`config.mk`:
```
export PLATFORM = sky130hd
export DESIGN_NAME = adc_buf_wr_ctrl
export DESIGN_NICKNAME = d
export VERILOG_FILES = /design/src/rtl/adc_buf_wr_ctrl.sv
export SDC_FILE = /design/constraint.sdc
export NUM_CORES = 1
export LEC_CHECK = 0
export ABC_CLOCK_PERIOD_IN_PS = 3800
export BUFFER_PORTS_ARGS = -buffer_cell sky130_fd_sc_hd__buf_2
export CAP_MARGIN = 40
export CORE_MARGIN = 5
export CORE_UTILIZATION = 40
export DETAILED_ROUTE_END_ITERATION = 6
export PLACE_DENSITY = 0.69
export RECOVER_POWER = 25
export SLEW_MARGIN = 10
export SYNTH_ARGS = -nofsm -noshare
export SYNTH_HDL_FRONTEND = slang
export SYNTH_SLANG_ARGS = --single-unit
```
`constraint.sdc`:
```
create_clock -name clk_i -period 3.8 [get_ports clk_i]
set_clock_uncertainty 0.1 [all_clocks]
set_input_delay 0.57 -clock clk_i [delete_from_list [all_inputs] [get_ports clk_i]]
set_output_delay 0.57 -clock clk_i [all_outputs]
set_load 0.03 [all_outputs]
```
`src/rtl/adc_buf_wr_ctrl.sv`:
```
// Buffer write controller: filters and formats ADC samples, writes them into a linear or circular window.
// Define ADC_BUF_WR_TRIG_EN to build in the ARMED state (start on a trigger channel).
module adc_buf_wr_ctrl #(
  parameter int ADC_NUM_CHS    = 8,
  parameter int ADC_CHID_WIDTH = 4,
  parameter int BUF_AWIDTH     = 10,
  parameter int BUF_TRANS_SIZE = 10
) (
  input  logic                      clk_i,
  input  logic                      rstn_i,
  input  logic [BUF_AWIDTH-1:0]     cfg_buf_startaddr_i,
  input  logic [BUF_TRANS_SIZE-1:0] cfg_buf_size_i,
  input  logic [BUF_TRANS_SIZE-1:0] cfg_buf_flevel_i,
  input  logic                      cfg_buf_continuous_i,
  input  logic                      cfg_buf_en_i,
  input  logic                      cfg_buf_clr_i,
  input  logic [ADC_NUM_CHS-1:0]    cfg_buf_ch_mask_i,
  input  logic                      cfg_buf_en_mode_i,
  input  logic [ADC_CHID_WIDTH-1:0] cfg_buf_en_chid_i,
  input  logic [1:0]                cfg_data_mask_mode_i,
  output logic                      cfg_buf_en_o,
  output logic [BUF_AWIDTH-1:0]     cfg_buf_curr_addr_o,
  output logic [BUF_TRANS_SIZE-1:0] cfg_buf_bytes_left_o,
  input  logic                      adc_valid_i,
  input  logic [ADC_CHID_WIDTH-1:0] adc_chid_i,
  input  logic [31:0]               adc_data_i,
  output logic                      buf_we_o,
  output logic [BUF_AWIDTH-1:0]     buf_addr_o,
  output logic [31:0]               buf_wdata_o,
  output logic                      flevel_evt_o,
  output logic                      done_evt_o
);

  localparam logic [BUF_AWIDTH-1:0]     ADDR_ONE = {{(BUF_AWIDTH-1){1'b0}}, 1'b1};
  localparam logic [BUF_TRANS_SIZE-1:0] CNT_ONE  = {{(BUF_TRANS_SIZE-1){1'b0}}, 1'b1};

`ifdef ADC_BUF_WR_TRIG_EN
  typedef enum logic [1:0] {IDLE, ARMED, RUN} state_t;
  logic                      en_mode_q;
  logic [ADC_CHID_WIDTH-1:0] en_chid_q;
`else
  typedef enum logic [1:0] {IDLE, RUN} state_t;
  logic unused_trig;
  assign unused_trig = ^{cfg_buf_en_mode_i, cfg_buf_en_chid_i};
`endif

  state_t                    state_q, state_d;
  logic [BUF_AWIDTH-1:0]     start_q, curr_q, curr_d, addr_q;
  logic [BUF_TRANS_SIZE-1:0] size_q, flevel_q, left_q, left_d, written;
  logic                      cont_q;
  logic                      we_q, we_d, flevel_evt_q, flevel_d, done_evt_q, done_d;
  logic [31:0]               wdata_q, fmt_data;
  logic [3:0]                chid4;
  logic [15:0]               mask_ext;
  logic                      accept, wr, en_fire;

  assign chid4    = 4'(adc_chid_i);
  assign mask_ext = 16'(cfg_buf_ch_mask_i);
  assign accept   = adc_valid_i && (32'(chid4) < 32'(ADC_NUM_CHS)) && mask_ext[chid4];
  assign en_fire  = cfg_buf_en_i && !cfg_buf_clr_i && (state_q == IDLE) && (cfg_buf_size_i != '0);
  assign written  = size_q - left_q + CNT_ONE;

  always_comb begin
    fmt_data = adc_data_i;
    case (cfg_data_mask_mode_i)
      2'b01:   fmt_data = {16'h0, adc_data_i[15:0]};
      2'b10:   fmt_data = {chid4, adc_data_i[27:0]};
      2'b11:   fmt_data = {chid4, 12'h0, adc_data_i[15:0]};
      default: fmt_data = adc_data_i;
    endcase
  end

  always_comb begin
    state_d  = state_q;
    curr_d   = curr_q;
    left_d   = left_q;
    we_d     = 1'b0;
    flevel_d = 1'b0;
    done_d   = 1'b0;
    wr       = 1'b0;
    case (state_q)
`ifdef ADC_BUF_WR_TRIG_EN
      ARMED:   wr = accept && (adc_chid_i == en_chid_q);
`endif
      RUN:     wr = accept;
      default: wr = 1'b0;
    endcase
    if (cfg_buf_clr_i) begin
      state_d = IDLE;
      curr_d  = start_q;
      left_d  = '0;
    end else if (en_fire) begin
      curr_d  = cfg_buf_startaddr_i;
      left_d  = cfg_buf_size_i;
`ifdef ADC_BUF_WR_TRIG_EN
      state_d = cfg_buf_en_mode_i ? ARMED : RUN;
`else
      state_d = RUN;
`endif
    end else if (wr) begin
      // The trigger sample itself is written, so ARMED enters RUN through the write path.
      state_d  = RUN;
      we_d     = 1'b1;
      curr_d   = curr_q + ADDR_ONE;
      left_d   = left_q - CNT_ONE;
      flevel_d = (flevel_q != '0) && (written == flevel_q);
      if (left_q == CNT_ONE) begin
        done_d = 1'b1;
        if (cont_q) begin
          curr_d = start_q;
          left_d = size_q;
        end else begin
          state_d = IDLE;
        end
      end
    end
  end

  always_ff @(posedge clk_i) begin
    if (!rstn_i) begin
      state_q      <= IDLE;
      start_q      <= '0;
      size_q       <= '0;
      flevel_q     <= '0;
      cont_q       <= 1'b0;
      curr_q       <= '0;
      left_q       <= '0;
      we_q         <= 1'b0;
      addr_q       <= '0;
      wdata_q      <= '0;
      flevel_evt_q <= 1'b0;
      done_evt_q   <= 1'b0;
`ifdef ADC_BUF_WR_TRIG_EN
      en_mode_q    <= 1'b0;
      en_chid_q    <= '0;
`endif
    end else begin
      state_q      <= state_d;
      curr_q       <= curr_d;
      left_q       <= left_d;
      we_q         <= we_d;
      flevel_evt_q <= flevel_d;
      done_evt_q   <= done_d;
      if (en_fire) begin
        start_q   <= cfg_buf_startaddr_i;
        size_q    <= cfg_buf_size_i;
        flevel_q  <= cfg_buf_flevel_i;
        cont_q    <= cfg_buf_continuous_i;
`ifdef ADC_BUF_WR_TRIG_EN
        en_mode_q <= cfg_buf_en_mode_i;
        en_chid_q <= cfg_buf_en_chid_i;
`endif
      end
      if (we_d) begin
        addr_q  <= curr_q;
        wdata_q <= fmt_data;
      end
    end
  end

  assign cfg_buf_en_o         = (state_q != IDLE);
  assign cfg_buf_curr_addr_o  = curr_q;
  assign cfg_buf_bytes_left_o = left_q;
  assign buf_we_o             = we_q;
  assign buf_addr_o           = addr_q;
  assign buf_wdata_o          = wdata_q;
  assign flevel_evt_o         = flevel_evt_q;
  assign done_evt_o           = done_evt_q;

endmodule

```
Word level (Yosys, flattened, before mapping):

Index checks and enable logic that the tools add are counted.

* bits of input ports: 87
* output and inout bits: 66
* register bits after elaboration: 97
* word-level logic and storage cells: 62

* equality and inequality tests: 6
* add/subtract/negate cells: 4
* bitwise gates (word level): 2
* reductions and logical operators: 15
* $lt $le $gt $ge: 2
* mux-type cells: 21

Operators with widths (number)
* one-hot mux 32 bit (3 select lines): 1
* two-way mux 10 bit: 9
* adder 10 x 1 -> 10 bit (second input constant): 2
* nonzero test 10 bit: 2
* equality test 10 x 1 -> 1 bit (second input constant): 1
* equality test 10 bit: 1
* two-way mux 1 bit: 10
* subtractor 10 x 1 -> 10 bit (second input constant): 1
* subtractor 10 bit: 1
* logical AND 1 bit: 6
* less-than comparator 4 x 5 -> 1 bit (second input constant): 1
* binary-select mux 1 bit (select 4 bit): 1
* equality test 2 bit (second input constant): 2
* less-than comparator 4 bit (second input constant): 1
* nonzero test 2 bit: 2
* OR reduction 4 bit: 1
* nonzero test 3 bit: 1
* equality test 2 x 1 -> 1 bit (second input constant): 1
* zero test 2 bit: 1
* NOT 1 bit: 2
* OR reduction 2 bit: 1
* equality test 1 bit (second input constant): 1
* zero test 1 bit: 1

Depth between registers and ports, before layout:

* depth after elaboration: 7
* gate-level depth with buffers: 11
* depth with buffers taken out: 11

Worst setup path after synthesis:

OpenSTA, ideal clock, no wires.

* path kind: reg2reg
* from: register left_q[0] (netlist: cfg_buf_bytes_left_o[0])
* to: register flevel_evt_q (netlist: flevel_evt_o)
* cell stages (with the launch flop): 10
* clock period less this slack: 3377 ps
* arrival: 3204 ps
* required time: 3627 ps
* setup slack: 423 ps
* cells stage by stage: dfxtp_1 > inv_1 > ha_1 > ha_1 > fa_1 > xor2_1 > or4_1 > or4_1 > or4_1 > nor3_2

* longest elaborated chain between the ends: 4

RTL lines
* from (decl): RTL line 49 `logic [BUF_TRANS_SIZE-1:0] size_q, flevel_q, left_q, left_d, written;`
* from (signal assigned): RTL line 140 `left_q <= left_d;`
* subtractor 10 bit: RTL line 61 `assign written = size_q - left_q + CNT_ONE;`
* adder 10 x 1 -> 10 bit: RTL line 61
* equality test 10 bit: RTL line 106 `flevel_d = (flevel_q != '0) && (written == flevel_q);`
* logical AND 1 bit: RTL line 106
* to (signal assigned): RTL line 142 `flevel_evt_q <= flevel_d;`
* to (decl): RTL line 51 `logic we_q, we_d, flevel_evt_q, flevel_d, done_evt_q, done_d;`

Every way passes these cells.
A chain may end at the register's enable or synchronous reset.

Final worst setup path:

Ends and elaborated chain as after synthesis.

==> impl_metrics.tcl <==
set metrics [dict create \
    synth.distinct_cells 52 \
    clock_latency_ps 350 \
    grt_pass1_wl_um 22660 \
    syn_nets 722 \
    gp_congestion 0.8436 \
    synth_ff_type "dfxtp_1" \
    worst_slew_pin_slew_ps 899.2 \
    worstSetupStartpointType "flop" \
    multiInputGateArea_mm2 0.002616 \
    holdPathStages 3 \
    grt_max_degree 48 \
    ant_nets 0 \
    yosysMostFrequentCell "nand2_1" \
    worstPathRequired_ps 3980 \
    cts_buffers 9 \
    cp_max_fo 5 \
    syn_area_mm2 0.004777 \
    max-cap-violations 0 \
    route.detailed.drc 0 \
    p_per_area_mw_per_mm2 388.8 \
    p_leak_nw 2.347 \
    insertedDiodeCount 0 \
    wire_per_inst_um 15.32 \
    io_buffer_count 147 \
    cpMostUsedCell "or4_1" \
    clock-sinks 97 \
    arrival_ps 3490 \
    synth_commonest_cells "nand2_1 (147), dfxtp_1 (97), a21oi_1 (84), nor2_1 (43), clkbuf_1 (32)" \
    cts-root-buf "clkbuf_16" \
    postPlaceCellArea_mm2 0.005657 \
    drt_wl_total_um 13790 \
    layout-drive-gt1-share 0.1899 \
    synth_top_area_cell "dfxtp_1" \
    status "finished, final reports clean" \
    ir_drop_mv 0.2073 \
    cts_resized 0 \
    ys_ff_latch 97 \
    hpwl_um 10310 \
    clockBufferDepth 2 \
    netlist_instances 614 \
    nFillCells 1206 \
    hold_path.class "in2reg" \
    gr-total-overflow 0 \
    ys_seq_area_frac 0.4065 \
    final-hold-violation-count 0 \
    avgSynthCellArea_um2 7.780 \
    fin_setup_tns_ps 0 \
    pre_cts_ws_ps 511.3 \
    drt_iter0_markers 369 \
    design.die.area_mm2 0.01423 \
    synth_enable_flop_cells 0 \
    synth_top_area_share 0.4065 \
    vias_per_cell 5.389 \
    timing.slew.headroom 0.3950 \
    setup_viol 0 \
    slowest_delay_ps 500 \
    path_delay_family "simple AND/OR/NAND/NOR gates" \
    initial_core_util 0.4027 \
    timing.rr.end "flevel_evt_o$_SDFF_PP0_" \
    die_w_um 119.3 \
    vias 4850 \
    rows 40 \
    cts_tree "yes" \
    ys_async_sr_fraction 0 \
    r2r_slack_ps 490 \
    track_usage 0.1930 \
    layout_min_cycle_time_ps 3307 \
    worstHoldStart "adc_data_i[6]" \
    rsz0062_at_grt "false" \
    layout.nets 856 \
    yosysWarningCount 0 \
    clock.fmax_mhz 302.4 \
    htree_levels 3 \
    crit_path_top_delay_cell "or4_1" \
    cts_setup_buffers 0 \
    ios 153 \
    final_core_util 0.4965 \
    first_global_vias 4742 \
    endpoint_kind "flop" \
    final_area_mm2 0.005889 \
    path_class "reg2reg" \
    die_h_um 119.3 \
    first_pass_iters 5 \
    path_cells "inv_1, ha_1, ha_1, fa_1, xor2_1, or4_1, or4_1, or4_1, nor3_2" \
    ys_top_cells_by_area "dfxtp_1 (41%), nand2_1 (12%), a21oi_1 (8.8%)" \
    antenna_found_initial 0 \
    rr_worst_depth 9 \
    cts_hold_buf 0 \
    setup_ws_ps 493.5 \
    worstReg2RegStart "cfg_buf_bytes_left_o[0]$_SDFFE_PP0P_" \
    holdPathEnd "buf_wdata_o[6]$_SDFFE_PN0P_" \
    clk_pin_slew_ps 70 \
    drv_slew 0 \
    area_delta_synth_final_pct 23.28 \
    seqCellArea_mm2 0.001942 \
    path_buf_inv 1 \
    min_period_over_period 0.8701 \
    design.core.area_mm2 0.01186 \
]
-- metal layers --
| metal | up-vias | track usage | share of wire |
|---|---|---|---|
| met4 | 0 | 0.08617 | 0.026 |
| met2 | 160 | 0.3176 | 0.48 |
| met3 | 25 | 0.04986 | 0.067 |
| met1 | 2270 | 0.2369 | 0.42 |
| li1 | 2395 | - | - |
| met5 | - | 0 | 0 |
-- state kept, by name, indices dropped and copies added, names as in the netlist --
register,count
cfg_buf_curr_addr_o,10
buf_we_o,1
start_q,10
cfg_buf_bytes_left_o,10
done_evt_o,1
flevel_q,10
buf_addr_o,10
state_q,1
buf_wdata_o,32
cont_q,1
flevel_evt_o,1
size_q,10
-- logic make-up (layout without fill, tap and decap cells) --
group / Yosys count / count (layout) / share of synthesized area
AOI/OAI and AO/OA: 151 / 151 / 0.1857
muxes: 6 / 6 / 0.01283
buffers and inverters: 55 / 194 / 0.04636
adders and majority gates: 21 / 21 / 0.05657
and+or+nand+nor: 258 / 258 / 0.2444
DFF: 97 / 97 / 0.4065
xor gates and xnor gates: 26 / 26 / 0.04767
-- how the worst max path moves through the flow --
stage | slack [ps] | startpoint | to | depth (start not counted)
global route | 360 | cfg_buf_bytes_left_o[0]$_SDFFE_PP0P_ | flevel_evt_o$_SDFF_PP0_ | 9
finish | 490 | cfg_buf_bytes_left_o[0]$_SDFFE_PP0P_ | flevel_evt_o$_SDFF_PP0_ | 9
CTS | 480 | cfg_buf_bytes_left_o[0]$_SDFFE_PP0P_ | flevel_evt_o$_SDFF_PP0_ | 9
floorplan | 420 | cfg_buf_bytes_left_o[0]$_SDFFE_PP0P_ | flevel_evt_o$_SDFF_PP0_ | 9
detailed placement | 510 | cfg_buf_bytes_left_o[0]$_SDFFE_PP0P_ | flevel_evt_o$_SDFF_PP0_ | 9
global placement | 550 | cfg_buf_bytes_left_o[0]$_SDFFE_PP0P_ | flevel_evt_o$_SDFF_PP0_ | 9
-- cells in the final DEF (no fill, tap or decap), types with 5 or more instances in the layout --
| master | synthesis | final |
|---|---|---|
| mux2i_1 | 5 | 5 |
| a211oi_1 | 9 | 9 |
| o211ai_1 | 5 | 5 |
| ha_1 | 20 | 20 |
| buf_2 | 2 | 107 |
| xnor2_1 | 13 | 13 |
| xor2_1 | 13 | 13 |
| inv_1 | 17 | 16 |
| dfxtp_1 | 97 | 97 |
| nand3_1 | 7 | 7 |
| nor2_1 | 43 | 42 |
| nand3b_1 | 14 | 14 |
| buf_4 | 1 | 12 |
| nand2_1 | 147 | 147 |
| nor4_1 | 6 | 6 |
| clkbuf_16 | 0 | 9 |
| clkbuf_1 | 32 | 41 |
| o21ai_0 | 18 | 18 |
| a31oi_1 | 12 | 12 |
| nor3_1 | 11 | 11 |
| a21oi_1 | 84 | 84 |
-- worst register-to-register path: stages (launching register included) --
cell and delay [ps]:
dfxtp_1 410, inv_1 120, ha_1 220, ha_1 210
fa_1 450, xor2_1 150, or4_1 490, or4_1 500
or4_1 490, nor3_2 110
-- cell type report --
type                    count  area share
well taps                 147     0.03123
inverters                  18     0.01168
multi-input cells         462      0.4442
clock inverters             5    0.006798
clock buffers              11     0.04122
repair buffers            160      0.1351
flip-flops and latches     97      0.3297
-- per-stage QoR --
| step | instances | power, mW | hold WS [ps] |
|---|---|---|---|
| final | 900 | 2.290 | 351.3 |
| after global routing | 900 | 2.405 | 349.0 |
| after CTS | 900 | 2.309 | 341.1 |
| after detailed placement | 884 | 1.436 | 345.1 |
| after global placement | 883 | 1.426 | 336.3 |
| after floorplan | 614 | 1.321 | 332.9 |
-- report_power, final --
group	leakage, nW	internal (mW)	switching (mW)	total [mW]
Sequential	0.787	1.04	0.0316	1.08
Clock	0.140	0.467	0.408	0.875
Combinational	1.42	0.147	0.193	0.339
Total	2.35	1.66	0.632	2.29
No activity file was read; power rests on OpenSTA's default activity.
